**config.mk**
```make
export PLATFORM = sky130hd
export DESIGN_NAME = hour_counter
export DESIGN_NICKNAME = d
export VERILOG_FILES = /design/src/rtl/hour_counter.sv
export SDC_FILE = /design/constraint.sdc
export NUM_CORES = 1
export LEC_CHECK = 0
export BUFFER_PORTS_ARGS = -buffer_cell sky130_fd_sc_hd__buf_4
export CORE_UTILIZATION = 53
export DETAILED_ROUTE_END_ITERATION = 6
export GPL_TIMING_DRIVEN = 0
export HOLD_SLACK_MARGIN = 0.12
export PLACE_DENSITY = 0.8
export SYNTH_ARGS = -nofsm -noshare
export SYNTH_HDL_FRONTEND = slang
export SYNTH_SLANG_ARGS = --single-unit
```
**constraint.sdc**
```tcl
create_clock -name clk -period 4.6 [get_ports clk]
set_input_delay 0.92 -clock clk [delete_from_list [all_inputs] [get_ports clk]]
set_output_delay 0.92 -clock clk [all_outputs]
set_load 0.01 [all_outputs]
```
**src/rtl/hour_counter.sv**
```systemverilog
// Hour-of-day register (0..23) with edge-triggered advance, manual set, BCD display digits and day rollover.
// Optional hourly chime pulse built only when HOUR_CHIME_EN is defined.
module hour_counter #(
    parameter int RESET_HOUR   = 12,
    parameter int CHIME_CYCLES = 100000000
) (
    input  logic       clk,
    input  logic       reset,
    input  logic       hour_enable,
    input  logic       set_mode,
    input  logic       set_inc,
    input  logic       set_dec,
    input  logic       mode_12h,
    output logic [4:0] hour24,
    output logic [3:0] hour_tens,
    output logic [3:0] hour_ones,
    output logic       pm,
    output logic       day_wrap,
    output logic       chime
);

    logic en_q;
    logic adv;
    logic auto_adv;

    function automatic logic [4:0] hour_inc(input logic [4:0] h);
        return (h == 5'd23) ? 5'd0 : h + 5'd1;
    endfunction

    function automatic logic [4:0] hour_dec(input logic [4:0] h);
        return (h == 5'd0) ? 5'd23 : h - 5'd1;
    endfunction

    assign adv      = hour_enable & ~en_q;
    assign auto_adv = adv & ~set_mode;

    // en_q resets high so a level held through reset is not seen as a fresh rise
    always_ff @(posedge clk) begin
        if (reset) begin
            hour24   <= 5'(RESET_HOUR);
            en_q     <= 1'b1;
            day_wrap <= 1'b0;
        end else begin
            en_q     <= hour_enable;
            day_wrap <= 1'b0;
            if (set_mode) begin
                if (set_inc && !set_dec)
                    hour24 <= hour_inc(hour24);
                else if (set_dec && !set_inc)
                    hour24 <= hour_dec(hour24);
            end else if (adv) begin
                hour24   <= hour_inc(hour24);
                day_wrap <= (hour24 == 5'd23);
            end
        end
    end

    logic [4:0] disp;

    always_comb begin
        disp      = hour24;
        hour_tens = 4'd0;
        hour_ones = 4'd0;
        if (mode_12h) begin
            if (hour24 == 5'd0)
                disp = 5'd12;
            else if (hour24 > 5'd12)
                disp = hour24 - 5'd12;
        end
        if (disp >= 5'd20) begin
            hour_tens = 4'd2;
            hour_ones = 4'(disp - 5'd20);
        end else if (disp >= 5'd10) begin
            hour_tens = 4'd1;
            hour_ones = 4'(disp - 5'd10);
        end else begin
            hour_ones = 4'(disp);
        end
    end

    assign pm = (hour24 >= 5'd12);

`ifdef HOUR_CHIME_EN
    localparam int CW = (CHIME_CYCLES > 1) ? $clog2(CHIME_CYCLES) : 1;

    logic [CW-1:0] chime_cnt;

    // chime_cnt holds the remaining high cycles after the current one
    always_ff @(posedge clk) begin
        if (reset) begin
            chime     <= 1'b0;
            chime_cnt <= '0;
        end else if (auto_adv) begin
            chime     <= 1'b1;
            chime_cnt <= CW'(CHIME_CYCLES - 1);
        end else if (chime) begin
            if (chime_cnt == '0)
                chime <= 1'b0;
            else
                chime_cnt <= chime_cnt - 1'b1;
        end
    end
`else
    logic unused_chime_cfg;

    assign chime            = 1'b0;
    assign unused_chime_cfg = auto_adv ^ (CHIME_CYCLES == 0);
`endif

endmodule

```
==> results of run 1 <==
[worst max-delay path, stage by stage (launching register included)]
cell      delay, ps
dfxtp_1         370
buf_4           180
inv_1           100
ha_1            330
nand4b_1        140
a32o_2          280
inv_1           100
ha_1            200
and2_1          160
o311a_1         350
a311o_1         330
buf_4           150
[registers in the layout (all words and copies together), names as in the netlist]
register / count
en_q: 1
day_wrap: 1
hour24: 5
[cell usage in the layout (no fill, tap or decap), types with 2 or more instances in the layout]
| master | netlist | routed |
|---|---|---|
| a21oi_1 | 7 | 7 |
| a221o_1 | 2 | 2 |
| a31oi_1 | 2 | 2 |
| and3_1 | 3 | 3 |
| buf_2 | 3 | 3 |
| buf_4 | 5 | 22 |
| clkbuf_1 | 1 | 2 |
| clkbuf_4 | 0 | 3 |
| conb_1 | 1 | 3 |
| dfxtp_1 | 7 | 7 |
| ha_1 | 8 | 8 |
| inv_1 | 5 | 5 |
| nand2_1 | 15 | 15 |
| nand2b_1 | 4 | 4 |
| nand3_1 | 2 | 2 |
| nand4b_1 | 3 | 3 |
| nor2_1 | 7 | 7 |
| nor3_1 | 2 | 2 |
| nor4_1 | 2 | 2 |
| o211ai_1 | 4 | 4 |
| o21ai_0 | 6 | 6 |
| o21ai_1 | 2 | 2 |
| o31ai_1 | 2 | 2 |
[cell families (layout without fill, tap and decap cells)]
family,Yosys count,count (layout),synth area share [%]
buf+inv,14,35,8.810
xor+xnor,2,2,2.056
other cells,1,3,0.4401
simple gates,42,42,25.41
compound gates,40,40,33.78
fa+ha+maj,8,8,11.75
flops,7,7,16.45
mux,1,1,1.321
[routing by layer]
metal / GRT usage [%] / vias to the layer above / wire [um]
met3: 1.724 / 3 / 72
met2: 43.44 / 27 / 1007
met4: 5.625 / 0 / 11
met5: 0 / - / 0
met1: 34.75 / 433 / 935
li1: - / 472 / -
[stage by stage]
stage	hold slack [ps]	util, %
after floorplan	504.4	-
after global placement	532.9	66.86
after detailed placement	534.9	66.86
after CTS	543.6	68.60
after global routing	571.1	68.60
final	541.3	68.60
[final cells by class]
type                       instances  area, sq um  share of cell area (%)
multi-input combinational         96        644.4                   62.35
inverter                           5        18.77                   1.816
sequential                         7        140.1                   13.56
tap                               16        20.02                   1.937
timing repair buffer              17        127.6                   12.35
buffer                             9        56.30                   5.448
clock buffer                       4        26.28                   2.542
[worst max-delay path by stage]
stage / slack, ps / startpoint / cells past startpoint / endpoint
after floorplan: 1130 / mode_12h / 9 / hour_ones[1]
after global placement: 960 / mode_12h / 10 / hour_ones[3]
after detailed placement: 950 / mode_12h / 9 / hour_ones[1]
after CTS: 730 / hour24[1] / 12 / hour_ones[1]
after global routing: 490 / hour24[1] / 12 / hour_ones[1]
final: 730 / hour24[2] / 11 / hour_ones[3]
[power breakdown]
part | internal, uW | leakage (uW) | total (uW) | switching, uW
sequential | 64.8 | 0.0000575 | 70.2 | 5.43
combinational | 66.4 | 0.000411 | 143 | 76.7
clock | 33.1 | 0.0000150 | 56.4 | 23.2
total | 164 | 0.000484 | 270 | 105
==> summary.md, run 1 <==
| Metric | Value |
|---|---|
| Outcome | `finished clean` |
| Synth-to-layout area growth | `21.29%` |
| GPL Wtd Cong | `0.9074` |
| Startpoint Class | `flip-flop` |
| Total GRT Usage | `25.29%` |
| Ys flop type | `dfxtp_1` |
| Die Span Y | `42.10 um` |
| First-pass GRT wire length | `3.629 mm` |
| Leakage Power | `0.0004838 uW` |
| Final net count | `154` |
| Post-CTS Setup Inserts | `0` |
| Via Count | `935` |
| Slew @ Worst Pin | `554.4 ps` |
| Hold_sp | `en_q` |
| Initial Utilization | `56.56%` |
| H-tree Lvls | `1` |
| Post-place setup slack | `949.9 ps` |
| Total power | `269.8 uW` |
| Clock latency on the worst-skew pair | `250 ps` |
| Most frequent cell after synthesis | `nand2_1` |
| Clock Sinks | `7` |
| Required @ worst endpoint | `3680 ps` |
| Post-synth top area share | `16.45%` |
| FF-to-FF setup slack | `2670 ps` |
| Drt pass-1 iters | `5` |
| CP arrival | `2950 ps` |
| RSZ-0062 raised after global routing | `no` |
| Worst r2r dst | `hour24[3]` |
| Final Hold Viols | `0` |
| DRT antenna net count | `0` |
| IO Count | `23` |
| Hold Crit Class | `reg -> reg` |
| Total grt overflow | `0` |
| Root buf cell | `clkbuf_4` |
| Worst slew margin | `62.90%` |
| Setup ws final | `728.6 ps` |
| DRT iter0 DRCs | `41` |
| Placed cell area | `0.001007 sq mm` |
| Initial antenna violation count | `0` |
| Core area | `0.001506 sq mm` |
| TritonCTS Buffers | `3` |
| Crit path max fanout | `8` |
| Syn Std Cell Area | `852.1 sq um` |
| Wire length per cell | `13.16 um` |
| Capturing element type of the critical path | `output pin` |
| Placed Cells | `150` |
| Final min period | `3871 ps` |
| Port bufs | `17` |
| Number of global-route vias before repair | `838` |
| CTS clk-pin slew, worst paths | `60 ps` |
| # hold bufs at CTS | `0` |
| DRC | `0` |
| Commonest cells in the netlist | `15 x nand2_1, 8 x ha_1, 7 x a21oi_1, 7 x dfxtp_1, 7 x nor2_1` |
| Synth warnings | `0` |
| Worst Reg-to-Reg Cells | `8` |
| Final Cell Area | `0.001033 sq mm` |
| Mapped Cells | `115` |
| FFs w/ async S/R, synth | `0%` |
| EDFF count, synth | `0` |
| Max Cap Viol | `0` |
| PD cells | `261.0 mW/mm^2` |
| Worst R2R Start | `hour24[2]` |
| FMAX | `258.3 MHz` |
| Synth area leader | `dfxtp_1` |
| Row cnt | `14` |
| Slew Limit Fails | `0` |
| Mean Syn Cell Area | `7.409 sq um` |
| Seq/Total Area, Yosys | `16.45%` |
| Final setup fails | `0` |
| DR vias/cell | `6.071` |
| DPL Wire Length | `1.474 mm` |
| Gates resized, CTS repair | `0` |
| Yosys reg bits | `7` |
| Final period util | `84.16%` |
| CTS tree | `yes` |
| DIE AREA | `0.001772 sq mm` |
| Layout Cells excl Fill | `154` |
| Max VDD drop | `0.1947 mV` |
| Clock tree buffer depth | `2` |
| Routed WL | `2.026 mm` |
| Hold Crit Depth | `2` |
| Largest cells by area after synthesis | `dfxtp_1 16%, ha_1 12%, nand2_1 6.6%` |
| Setup tns final | `0 ps` |
| Ant diodes | `0` |
| Unique cell type count in the Yosys netlist | `44` |
| Crit Path Class | `reg -> out` |
| Die extent in x | `42.10 um` |
| Largest net degree at the start of global routing | `11` |
| Hold path endpoint | `day_wrap` |
| Clock Skews | `3.790 ps` |
| Layout cells sized above 1 | `23.91%` |
| FILL cells | `129` |
Note: power is estimated with default switching activity, not from simulation.
==> inputs of run 2 (changes only) <==
- CORE_UTILIZATION: 53 -> 51
- PLACE_DENSITY: 0.8 -> 0.78
- clock period: 4.6 -> 3.6 ns (I/O delays scaled with it)
==> run 2 against run 1 <==
  * Via count is 0.11% lower
  * Final cell count grew 1.3%
  * Design area rose by 4.7%
  * Highest routed layer unchanged
  * Hold slack got worse by 1.1 ps
  * Sequential power rose by 28%
  * Clock power increased by 30%
  * Critical path depth unchanged
  * Critical endpoint unchanged
  * Register-to-register slack worse by 900 ps
  * Total power rose by 33%
  * Non-clock buffer count grew 2
  * First-iteration DRC count shrank 56%
==> summary.md, run 2 (synthesized netlist as in run 1, its figures left out) <==
| Metric | Value |
|---|---|
| Outcome | `finished clean (unchanged)` |
| IO Count | `23 (unchanged)` |
| Largest net degree at the start of global routing | `11 (unchanged)` |
| Wire length per cell | `13.13 um (was 13.16 um)` |
| GPL Wtd Cong | `0.8347 (was 0.9074)` |
| Port bufs | `17 (unchanged)` |
| Crit path max fanout | `8 (unchanged)` |
| Row cnt | `14 (unchanged)` |
| Slew Limit Fails | `0 (unchanged)` |
| Max FFs per register | `5 (unchanged)` |
| DR vias/cell | `5.987 (was 6.071)` |
| DIE AREA | `0.001838 sq mm (was 0.001772 sq mm)` |
| Leading cell types in the layout, fill and taps excluded | `23 x buf_4, 15 x nand2_1, 7 x nor2_1, 7 x a21oi_1 (was 22 x buf_4, 15 x nand2_1, 8 x ha_1)` |
| Area occupied by multi-input gates | `659.4 sq um (was 644.4 sq um)` |
| Placed cell area | `0.001007 sq mm (unchanged)` |
| Ant diodes | `0 (unchanged)` |
| Sw Ratio | `38.91% (was 39.08%)` |
| Final setup fails | `0 (unchanged)` |
| Layout Cells excl Fill | `156 (was 154)` |
| Seq pwr share | `25.1% (was 26.0%)` |
| Initial Utilization | `55.28% (was 56.56%)` |
| Placed Cells | `150 (unchanged)` |
| Routed WL | `2.048 mm (was 2.026 mm)` |
| FILL cells | `152 (was 129)` |
| Hold_sp | `en_q (unchanged)` |
| Hold Crit Class | `reg -> reg (unchanged)` |
| Final min period | `3492 ps` |
| Worst slew margin | `65.28% (was 62.90%)` |
| Crit Path Class | `reg -> out (unchanged)` |
| Clock Sinks | `7 (unchanged)` |
| TritonCTS Buffers | `3 (unchanged)` |
| DRT antenna net count | `0 (unchanged)` |
| Post-place setup slack | `190.1 ps (was 949.9 ps)` |
| # hold bufs at CTS | `0 (unchanged)` |
| CTS clk-pin slew, worst paths | `60 ps (about the same)` |
| FMAX | `286.4 MHz` |
| Hold Crit Depth | `2 (unchanged)` |
| Highest metal used | `met4 (unchanged)` |
| Total GRT Usage | `22.48% (was 25.29%)` |
| Final Cell Area | `0.001082 sq mm (was 0.001033 sq mm)` |
| Root buf cell | `clkbuf_4 (unchanged)` |
| FF-to-FF setup slack | `1770 ps (was 2670 ps)` |
| Leading cell type in the layout, fill and taps excluded | `buf_4 (unchanged)` |
| Layout cells sized above 1 | `28.57% (was 23.91%)` |
| Number of global-route vias before repair | `769 (was 838)` |
| First-pass GRT wire length | `3.201 mm (was 3.629 mm)` |
| Die Span Y | `42.88 um (was 42.10 um)` |
| Slew @ Worst Pin | `518.8 ps (was 554.4 ps)` |
| CTS tree | `yes (unchanged)` |
| H-tree Lvls | `1 (unchanged)` |
| Max VDD drop | `0.2124 mV (was 0.1947 mV)` |
| Worst R2R Start | `hour24[1] (was hour24[2])` |
| CP arrival | `2770 ps (was 2950 ps)` |
| DRC | `0 (unchanged)` |
| Drt pass-1 iters | `4 (was 5)` |
| PD cells | `331.2 mW/mm^2 (was 261.0 mW/mm^2)` |
| Core area | `0.001541 sq mm (was 0.001506 sq mm)` |
| Switch Pwr | `139.5 uW (was 105.4 uW)` |
| Final period util | `97.00%` |
| Final Hold Viols | `0 (unchanged)` |
| Register area | `145.1 sq um (was 140.1 sq um)` |
| Met3 Wirelength | `93 um (was 72 um)` |
| Biggest regs | `hour24 (5), day_wrap (1), en_q (1) (unchanged)` |
| Setup ws final | `107.8 ps (was 728.6 ps)` |
| Clock latency on the worst-skew pair | `250 ps (about the same)` |
| Required @ worst endpoint | `2880 ps (was 3680 ps)` |
| Worst r2r dst | `hour24[3] (unchanged)` |
| Synth-to-layout area growth | `27.02% (was 21.29%)` |
| Final net count | `156 (was 154)` |
| Leakage Power | `0.0004847 uW (was 0.0004838 uW)` |
| Capturing element type of the critical path | `output pin (unchanged)` |
| Most flop-heavy register | `hour24 (unchanged)` |
| Logic pwr share | `54.4% (was 53.1%)` |
| Setup tns final | `0 ps (unchanged)` |
| Startpoint Class | `flip-flop (unchanged)` |
| Worst Reg-to-Reg Cells | `8 (unchanged)` |
| Via Count | `934 (was 935)` |
| Die extent in x | `42.88 um (was 42.10 um)` |
| Max Cap Viol | `0 (unchanged)` |
| Met2 routed WL | `1.045 mm (was 1.007 mm)` |
| Initial antenna violation count | `0 (unchanged)` |
| Hold path endpoint | `day_wrap (unchanged)` |
| DRT iter0 DRCs | `18 (was 41)` |
| Clock tree buffer depth | `2 (unchanged)` |
| M1 wire length | `897 um (was 935 um)` |
| Clock Skews | `3.711 ps (was 3.790 ps)` |
| DPL Wire Length | `1.547 mm (was 1.474 mm)` |
| Pint | `219.0 uW (was 164.3 uW)` |
| Total grt overflow | `0 (unchanged)` |
| Clock share of power | `20.5% (was 20.9%)` |
| WHS | `540.2 ps (was 541.3 ps)` |
-- run 2: cell type report --
cell class	instances	area share, %
Buffer	9	6.127
Clock buffer	4	2.428
Inverter	5	2.081
Tap cell	16	1.850
Timing Repair Buffer	19	13.18
Sequential cell	7	13.41
Multi-Input combinational cell	96	60.92
-- run 2: through the flow --
step / utilization, % / total power [uW]
after floorplan: - / 213.0
after global placement: 65.34 / 268.2
after detailed placement: 65.34 / 272.9
after CTS: 67.78 / 350.9
after global routing: 70.21 / 381.4
final: 70.21 / 358.5
-- run 2: worst max path at each step --
stage / depth (start not counted) / from / slack, ps / to
CTS: 12 / hour24[2] / 5 / hour_ones[1]
global placement: 10 / hour24[3] / 230 / hour_ones[3]
global route: 12 / hour24[1] / -0.8 / hour_ones[3]
floorplan: 10 / hour24[2] / 440 / hour_ones[1]
detailed placement: 10 / hour24[3] / 190 / hour_ones[1]
finish: 11 / hour24[2] / 110 / hour_ones[3]
-- run 2: worst max-delay path: stages, from the launching register on --
cell	delay, ps
dfxtp_2	360
buf_6	140
clkinvlp_4	90
ha_2	330
nand4b_1	130
a32o_2	210
inv_1	80
ha_1	200
and2_1	160
o311a_1	360
a311o_1	320
buf_4	140
-- run 2: power by group through the flow --
stage          Sequential [uW]  Clock [uW]  Combinational, uW
5_1_grt                   90.7        77.5                213
3_5_place_dp              91.3           0                182
6_report                  90.0        73.6                195
3_3_place_gp              91.0           0                177
2_1_floorplan             91.8           0                121
4_1_cts                   89.7        74.4                187
-- run 2: layer usage --
metal,up-vias,track usage [%]
met4,0,6.875
met2,25,41.21
met3,3,4.255
li1,474,-
met1,432,25.77
met5,-,0
-- run 2: repair_timing --
item                                    CTS  global route
gates resized for setup                   2             9
setup buffers                             1             1
gates cloned                              0             0
endpoints found under the setup margin    3             3
pin swaps                                 1             0
